`config.mk`:
```
export PLATFORM = sky130hd
export DESIGN_NAME = id_exe_pipe_reg
export DESIGN_NICKNAME = d
export VERILOG_FILES = /design/src/rtl/id_exe_pipe_reg.sv
export SDC_FILE = /design/constraint.sdc
export NUM_CORES = 1
export LEC_CHECK = 0
export BUFFER_PORTS_ARGS = -buffer_cell sky130_fd_sc_hd__buf_2
export CORE_ASPECT_RATIO = 0.7
export CORE_MARGIN = 2
export CORE_UTILIZATION = 40
export DETAILED_ROUTE_END_ITERATION = 8
export PLACE_DENSITY = 0.7
export SYNTH_ARGS = -nofsm -noshare
export SYNTH_HDL_FRONTEND = slang
export SYNTH_SLANG_ARGS = --single-unit
```
`constraint.sdc`:
```
create_clock -name clk -period 3.4 [get_ports clk]
set_input_delay 0.68 -clock clk [delete_from_list [all_inputs] [get_ports clk]]
set_output_delay 0.68 -clock clk [all_outputs]
set_load 0.03 [all_outputs]
```
`src/rtl/id_exe_pipe_reg.sv`:
```
// id_exe_pipe_reg: decode-to-execute pipeline register with a valid/ready
// handshake. It holds up to two entries: main drives the outputs and skid
// catches one extra entry, so the block streams one entry per cycle even when
// out_ready drops. flush clears both entries and zeroes the outputs. stall_cnt
// counts cycles where out_valid=1 and out_ready=0, and it saturates.
//
// Ports
//   clk, rst            clock; synchronous active-high reset
//   in_valid/in_ready   upstream handshake (in_ready is decoded from state only)
//   *_in                decoded instruction payload
//   out_valid/out_ready downstream handshake
//   aluop..raddr2       registered payload (main entry)
//   flush               discard all held entries next edge
//   wb_wen/waddr/wdata  writeback bus, used by the optional forwarding
//   stall_cnt           saturating backpressure-cycle counter
//
// Optional feature: define ID_EXE_WB_FWD_EN so that writeback data is forwarded
// into the rdata1/rdata2 fields of an entry when it is captured and while it is
// held.
module id_exe_pipe_reg #(
  parameter int unsigned DSIZE  = 16,
  parameter int unsigned ASIZE  = 4,
  parameter int unsigned OPSIZE = 3,
  parameter int unsigned CNTW   = 8
) (
  input  logic              clk,
  input  logic              rst,
  input  logic              in_valid,
  output logic              in_ready,
  input  logic [OPSIZE-1:0] aluop_in,
  input  logic              alusrc_in,
  input  logic [DSIZE-1:0]  rdata1_in,
  input  logic [DSIZE-1:0]  rdata2_in,
  input  logic [DSIZE-1:0]  sign_ex_in,
  input  logic [ASIZE-1:0]  waddr_in,
  input  logic [ASIZE-1:0]  raddr1_in,
  input  logic [ASIZE-1:0]  raddr2_in,
  output logic              out_valid,
  input  logic              out_ready,
  output logic [OPSIZE-1:0] aluop,
  output logic              alusrc,
  output logic [DSIZE-1:0]  rdata1,
  output logic [DSIZE-1:0]  rdata2,
  output logic [DSIZE-1:0]  sign_ex,
  output logic [ASIZE-1:0]  waddr,
  output logic [ASIZE-1:0]  raddr1,
  output logic [ASIZE-1:0]  raddr2,
  input  logic              flush,
  input  logic              wb_wen,
  input  logic [ASIZE-1:0]  wb_waddr,
  input  logic [DSIZE-1:0]  wb_wdata,
  output logic [CNTW-1:0]   stall_cnt
);

  typedef struct packed {
    logic [OPSIZE-1:0] aluop;
    logic              alusrc;
    logic [DSIZE-1:0]  rdata1;
    logic [DSIZE-1:0]  rdata2;
    logic [DSIZE-1:0]  sign_ex;
    logic [ASIZE-1:0]  waddr;
    logic [ASIZE-1:0]  raddr1;
    logic [ASIZE-1:0]  raddr2;
  } entry_t;

  localparam logic [CNTW-1:0] CNT_MAX = '1;

  entry_t          main_q, main_d, skid_q, skid_d, in_pl;
  logic            main_v, main_v_d, skid_v, skid_v_d;
  logic            accept, drain;
  logic [CNTW-1:0] cnt_q, cnt_d;

`ifdef ID_EXE_WB_FWD_EN
  // Replace an operand with writeback data when its source register is written.
  // Register 0 is never forwarded.
  function automatic entry_t fwd(input entry_t e);
    entry_t r;
    r = e;
    if (wb_wen && (wb_waddr == e.raddr1) && (e.raddr1 != '0)) r.rdata1 = wb_wdata;
    if (wb_wen && (wb_waddr == e.raddr2) && (e.raddr2 != '0)) r.rdata2 = wb_wdata;
    return r;
  endfunction
`else
  function automatic entry_t fwd(input entry_t e);
    return e;
  endfunction

  logic unused_wb;
  assign unused_wb = ^{wb_wen, wb_waddr, wb_wdata};
`endif

  assign in_pl = '{aluop: aluop_in, alusrc: alusrc_in, rdata1: rdata1_in,
                   rdata2: rdata2_in, sign_ex: sign_ex_in, waddr: waddr_in,
                   raddr1: raddr1_in, raddr2: raddr2_in};

  assign in_ready = ~skid_v;
  assign accept   = in_valid & in_ready;
  assign drain    = main_v & out_ready;

  // Next-state for both entries and the stall counter
  always_comb begin
    main_v_d = main_v;
    skid_v_d = skid_v;
    main_d   = main_v ? fwd(main_q) : main_q;
    skid_d   = skid_v ? fwd(skid_q) : skid_q;
    cnt_d    = cnt_q;

    if (main_v && !out_ready && (cnt_q != CNT_MAX)) cnt_d = cnt_q + CNTW'(1);

    if (!main_v || drain) begin
      if (skid_v) begin
        main_d   = fwd(skid_q);
        main_v_d = 1'b1;
        skid_v_d = 1'b0;
        if (accept) begin
          skid_d   = fwd(in_pl);
          skid_v_d = 1'b1;
        end
      end else if (accept) begin
        main_d   = fwd(in_pl);
        main_v_d = 1'b1;
      end else begin
        main_v_d = 1'b0;
      end
    end else if (accept) begin
      skid_d   = fwd(in_pl);
      skid_v_d = 1'b1;
    end

    if (flush) begin
      main_v_d = 1'b0;
      skid_v_d = 1'b0;
      main_d   = '0;
      skid_d   = '0;
    end
  end

  // State registers
  always_ff @(posedge clk) begin
    if (rst) begin
      main_v <= 1'b0;
      skid_v <= 1'b0;
      main_q <= '0;
      skid_q <= '0;
      cnt_q  <= '0;
    end else begin
      main_v <= main_v_d;
      skid_v <= skid_v_d;
      main_q <= main_d;
      skid_q <= skid_d;
      cnt_q  <= cnt_d;
    end
  end

  assign out_valid = main_v;
  assign aluop     = main_q.aluop;
  assign alusrc    = main_q.alusrc;
  assign rdata1    = main_q.rdata1;
  assign rdata2    = main_q.rdata2;
  assign sign_ex   = main_q.sign_ex;
  assign waddr     = main_q.waddr;
  assign raddr1    = main_q.raddr1;
  assign raddr2    = main_q.raddr2;
  assign stall_cnt = cnt_q;

endmodule

```
==> results of run 1 <==
==> final cells by class <==
type | count | area (sq um)
clock buffers | 21 | 461.7
clock inverters | 11 | 118.9
multi-input cells | 428 | 3427
well taps | 225 | 281.5
repair buffers | 158 | 905.9
inverters | 2 | 7.507
fillers | 1517 | 8280
flip-flops and latches | 138 | 2766
==> cells by family after synthesis <==
| logic type | after synthesis | synth area share |
|---|---|---|
| muxes | 66 | 0.09987 |
| and+or+nand+nor | 155 | 0.1238 |
| buffers and inverters | 63 | 0.07174 |
| DFF | 138 | 0.4168 |
| adders and majority gates | 1 | 0.001888 |
| AOI/OAI and AO/OA | 206 | 0.2858 |
==> synth_stat cells, drive strengths merged <==
cell type,number
and4,1
a211oi,65
and4b,3
inv,2
a311oi,1
a31oi,1
a21oi,135
a21boi,1
buf,56
nand4bb,1
clkbuf,5
ha,1
nand3,2
nor2,2
nand2b,3
nor2b,1
and3,1
nand2,128
and4bb,2
o2111a,1
a41oi,2
nor3,6
mux2i,65
or2,2
dfxtp,138
nand4b,1
nand4,2
mux2,1
==> layer usage <==
layer | up-vias | part of all wire
met1 | 2318 | 0.51
met3 | 14 | 0.063
met2 | 100 | 0.42
li1 | 2468 | -
met5 | - | 0.00078
met4 | 2 | 0.0082
==> state kept, by name (all words and copies together), names as in the netlist <==
register   cells
skid_q        64
rdata1        16
rdata2        16
sign_ex       16
stall_cnt      8
raddr1         4
raddr2         4
waddr          4
aluop          3
alusrc         1
out_valid      1
skid_v         1
==> power breakdown <==
group,leakage (nW),internal [mW],switching [mW],total [mW]
registers,1.12,1.66,0.0265,1.68
clock network,0.286,1.12,0.698,1.82
logic,1.36,0.154,0.283,0.437
total,2.76,2.93,1.01,3.94
==> final timing paths <==
path	from	to	slack [ns]
setup / recovery	skid_v$_SDFFE_PP0P_	in_ready	1.27
hold / removal	skid_q[3]$_SDFFE_PP0P_	skid_q[3]$_SDFFE_PP0P_	0.46
setup reg to reg	skid_v$_SDFFE_PP0P_	skid_q[2]$_SDFFE_PP0P_	1.29
hold reg to reg	skid_q[3]$_SDFFE_PP0P_	skid_q[3]$_SDFFE_PP0P_	0.46
==> stage by stage <==
stage | area, sq um | hold slack (ns) | util | instances
floorplan | 6628 | 0.4360 | - | 629
global placement | 7388 | 0.4428 | 0.4547 | 951
detailed placement | 7388 | 0.4482 | 0.4547 | 951
CTS | 7969 | 0.4562 | 0.4904 | 983
global route | 7969 | 0.4822 | 0.4904 | 983
finish | 7969 | 0.4589 | 0.4904 | 983
==> critical path, delay by kind of cell (launching register included) <==
| family | cells | cell delay (ns) |
|---|---|---|
| DFF | 1 | 0.75 |
| buffers and inverters | 2 | 0.27 |
==> summary.md, run 1 <==
| Metric | Value |
|---|---|
| Routed Antenna Nets | 0 |
| Global-route wire length before repair | 25150 um |
| Vias/cell | 4.987 |
| Max capacitance violation total | 0 |
| GRT met1 Usage | 0.2589 |
| Dpl hpwl | 9677 um |
| Largest net degree at the start of global routing | 47 |
| WS Path Type | flip-flop to output port |
| Final hold violation count | 0 |
| Post-synthesis sequential area ratio | 0.4168 |
| Final Critical Period | 2.132 ns |
| Mapped Area | 6628 sq um |
| Setup bufs post-CTS | 0 |
| Die ar. | 17630 sq um |
| Worst slew pin tran | 0.7481 ns |
| Pleak | 2.764 nW |
| Total power | 3.940 mW |
| Sink Count | 138 |
| Wire per inst | 15.74 um |
| H-tree levels | 4 |
| Fin crit share | 0.6271 |
| Max incr delay on CP | 0.75 ns |
| Overflow after GRT | 0 |
| Slowest library cell on the worst path | dfxtp_4 |
| Remaining DRCs | 0 |
| CP max FO | 35 |
| Final clock skew | 0.005316 ns |
| GR Util met2 | 0.2577 |
| RSZ-0062 raised after global routing | false |
| Post-synth net total | 720 |
| Met3 usage | 0.05995 |
| Reg2Reg Depth | 4 |
| Global route hottest layer | met1 |
| Yosys top cell area share | 0.4168 |
| Total number of vias | 4902 |
| Startpoint types | flip-flop |
| I/O pin count | 164 |
| Port bufs | 142 |
| Worst slew margin | 0.5013 |
| Num CTS Buffers | 17 |
| CTS tree | yes |
| Chip height | 111.7 um |
| Total Wirelength | 15470 um |
| Gpl congestion | 0.7230 |
| Largest area contributor in the netlist | dfxtp_1 |
| Maximum clock rate | 0.4690 GHz |
| Post-Route Setup TNS | 0 ns |
| Crit path DAT | 1.45 ns |
| Setup WS pre-CTS | 1.127 ns |
| Clk pin slew, worst setup/hold paths | 0.06 ns |
| Synth cell types | 36 |
| Mapped Cells | 629 |
| Avg Cell Area, Syn | 10.54 sq um |
| Hold path cells | 2 |
| Most common cell after layout, fill and taps aside | buf_2 |
| Vias in the first global route | 4829 |
| Worst min path class | flip-flop to flip-flop |
| Setup WS post-layout | 1.268 ns |
| Peak VDD IR | 0.0002433 V |
| PwrDens | 494.4 nW/um^2 |
| Row count | 39 |
| Count of hold-fix buffers inserted at cts | 0 |
| Crit path cell chain | inv_1, buf_2 |
| # nets final | 836 |
| Root Driver | clkbuf_16 |
| Initial antenna violation count | 2 |
| GR Util All Layers | 0.1800 |
| Fin. max-slew vios | 0 |
| Flops & latches, synth | 138 |
| Worst Setup End Kind | output port |
| Core area | 16250 sq um |
| Clk Latency, worst-skew pair | 0.41 ns |
| Initial drt markers | 213 |
| Fraction of layout cells with a size suffix above 1 | 0.5475 |
| N_diodes | 0 |
| Pre-antenna DRT Iters | 4 |
| Final setup violating endpoints | 0 |
| Most frequent cells in the layout | buf_2 (142), dfxtp_1 (137), a21oi_2 (100), nand2_1 (68), mux2i_1 (65) |
| Synth warn | 0 |
| Status | finished clean |
| Syn-to-layout area delta | 20.24% |
| Post-CTS sizing | 0 |
| Top post-synthesis cells by area | dfxtp_1 (42%), a21oi_2 (13%), a211oi_2 (11%) |
| Worst EP required | 2.72 ns |
| Initial Util | 0.4079 |
| Die Wd | 157.9 um |
| Max Root-Sink Buffers | 2 |
(Power assumes the default switching activity.)
==> run 2: changes to the inputs <==
--- a/config.mk
+++ b/config.mk
@@ -10,7 +10,7 @@
 export CORE_MARGIN = 2
 export CORE_UTILIZATION = 40
 export DETAILED_ROUTE_END_ITERATION = 8
-export PLACE_DENSITY = 0.7
+export PLACE_DENSITY = 0.72
 export SYNTH_ARGS = -nofsm -noshare
 export SYNTH_HDL_FRONTEND = slang
 export SYNTH_SLANG_ARGS = --single-unit
==> constraint.sdc (replaced) <==
create_clock -name clk -period 1.75 [get_ports clk]
set_input_delay 0.35 -clock clk [delete_from_list [all_inputs] [get_ports clk]]
set_output_delay 0.35 -clock clk [all_outputs]
set_load 0.03 [all_outputs]
==> run 2 against run 1 <==
Clock power increased by 98%. Combinational power increased by 100%. Wire length grew 0.63%. Design area increased by 2.5%. Die area did not move. Critical endpoint unchanged. Largest cell class unchanged.
==> summary.md, run 2 (same netlist as run 1, synthesis figures left out) <==
| Metric | Value |
|---|---|
| Vias in the first global route | 5061 |
| Most common cell after layout, fill and taps aside | buf_2 |
| Peak VDD IR | 0.0005218 V |
| Wire per inst | 15.73 um |
| Worst EP required | 1.40 ns |
| Initial Util | 0.4079 |
| Syn-to-layout area delta | 23.28% |
| Global-route wire length before repair | 25430 um |
| Final Critical Period | 1.637 ns |
| Largest register FFs | 64 |
| Worst slew pin tran | 0.4347 ns |
| Fin util | 0.5028 |
| Hold path cells | 3 |
| Clk pin slew, worst setup/hold paths | 0.06 ns |
| Die ar. | 17630 sq um |
| Crit path DAT | 1.29 ns |
| Most frequent cells in the layout | buf_2 (142), dfxtp_1 (136), a21oi_2 (100), nand2_1 (68), mux2i_1 (65) |
| I/O pin count | 164 |
| Crit path cell chain | buf_16, inv_1, buf_2 |
| Fin crit share | 0.9352 |
| Setup bufs post-CTS | 0 |
| Fin. max-slew vios | 0 |
| CP max FO | 18 |
| Final hold violation count | 0 |
| Slowest library cell on the worst path | dfxtp_4 |
| Reg2Reg Depth | 4 |
| Pre-antenna DRT Iters | 4 |
| WS Path Type | flip-flop to output port |
| Final setup violating endpoints | 0 |
| Total number of vias | 4967 |
| Port bufs | 142 |
| Gpl congestion | 0.7856 |
| # nets final | 843 |
| Worst Setup End Kind | output port |
| Routed Antenna Nets | 0 |
| Final clock skew | 0.01081 ns |
| Max incr delay on CP | 0.44 ns |
| Sink Count | 138 |
| Post-CTS sizing | 0 |
| N_diodes | 0 |
| Overflow after GRT | 0 |
| Pleak | 2.845 nW |
| Flop-to-flop setup slack | 0.16 ns |
| H-tree levels | 4 |
| Vias/cell | 5.017 |
| Initial drt markers | 210 |
| RSZ-0062 raised after global routing | false |
| Max capacitance violation total | 0 |
| Root Driver | clkbuf_16 |
| Most flop-heavy register | skid_q |
| PwrDens | 948.7 nW/um^2 |
| Area post-placement | 7546 sq um |
| Die Wd | 157.9 um |
| Chip height | 111.7 um |
| Count of hold-fix buffers inserted at cts | 0 |
| Fraction of layout cells with a size suffix above 1 | 0.5542 |
| Design Area, Final | 8170 sq um |
| Post-Route Setup TNS | 0 ns |
| Initial antenna violation count | 0 |
| Worst slew margin | 0.7102 |
| GR Util All Layers | 0.1803 |
| Largest net degree at the start of global routing | 36 |
| Maximum clock rate | 0.6110 GHz |
| CTS tree | yes |
| Worst min path class | input pin to flip-flop |
| Num CTS Buffers | 17 |
| Startpoint types | flip-flop |
| Dpl hpwl | 9937 um |
| Clk Latency, worst-skew pair | 0.42 ns |
| Max Root-Sink Buffers | 2 |
| Status | finished clean |
| Total Wirelength | 15570 um |
| Row count | 39 |
| Core area | 16250 sq um |
| Remaining DRCs | 0 |
## run 2: cell types whose count changed in the layout (fill, tap and decap cells not counted)
cell        delta
clkinv_2       -2
buf_16         +1
dfxtp_2        +1
dfxtp_1        -1
clkbuf_1       -1
clkbuf_8       +3
buf_4          -3
clkinvlp_4     +1
buf_12         +8
## run 2: final timing paths
| check | startpoint | to |
|---|---|---|
| worst min register to register | skid_q[11]$_SDFFE_PP0P_ | skid_q[11]$_SDFFE_PP0P_ |
| worst min-delay path | sign_ex_in[2] | skid_q[14]$_SDFFE_PP0P_ |
| worst max-delay path | skid_v$_SDFFE_PP0P_ | in_ready |
| worst max register to register | stall_cnt[0]$_SDFFE_PP0P_ | stall_cnt[0]$_SDFFE_PP0P_ |
## run 2: worst max-delay path, delay by kind of cell (launching register included)
kind	cells	cell delay, ns
buffers and inverters	3	0.42
DFF	1	0.44
## run 2: through the flow
step	instances	hold slack (ns)	power [mW]	setup WS, ns
after floorplan	629	0.4360	3.923	0.1514
after global placement	957	0.4432	4.205	0.1959
after detailed placement	957	0.4532	4.215	0.1449
after CTS	989	0.1539	7.850	0.02644
after global routing	990	0.1634	8.052	0.05401
final	990	0.1755	7.751	0.1134
## run 2: layout make-up
cell class / instances / area (sq um)
clock inverter: 10 / 116.4
sequential: 138 / 2768
fill: 1476 / 8079
inverter: 2 / 7.507
clock buffer: 22 / 474.2
multi-input combinational: 428 / 3427
timing repair buffer: 165 / 1096
tap: 225 / 281.5
## run 2: layer usage
layer / vias to the layer above / track usage / part of all wire
li1: 2483 / - / -
met3: 12 / 0.06111 / 0.059
met4: 0 / 0.04727 / 0.0096
met5: - / 0 / 0
met2: 103 / 0.2803 / 0.44
met1: 2369 / 0.2396 / 0.49
## run 2: power by group
group | internal, mW | switching, mW
logic | 0.320 | 0.555
registers | 3.22 | 0.0491
clock network | 2.21 | 1.40
total | 5.75 | 2.00
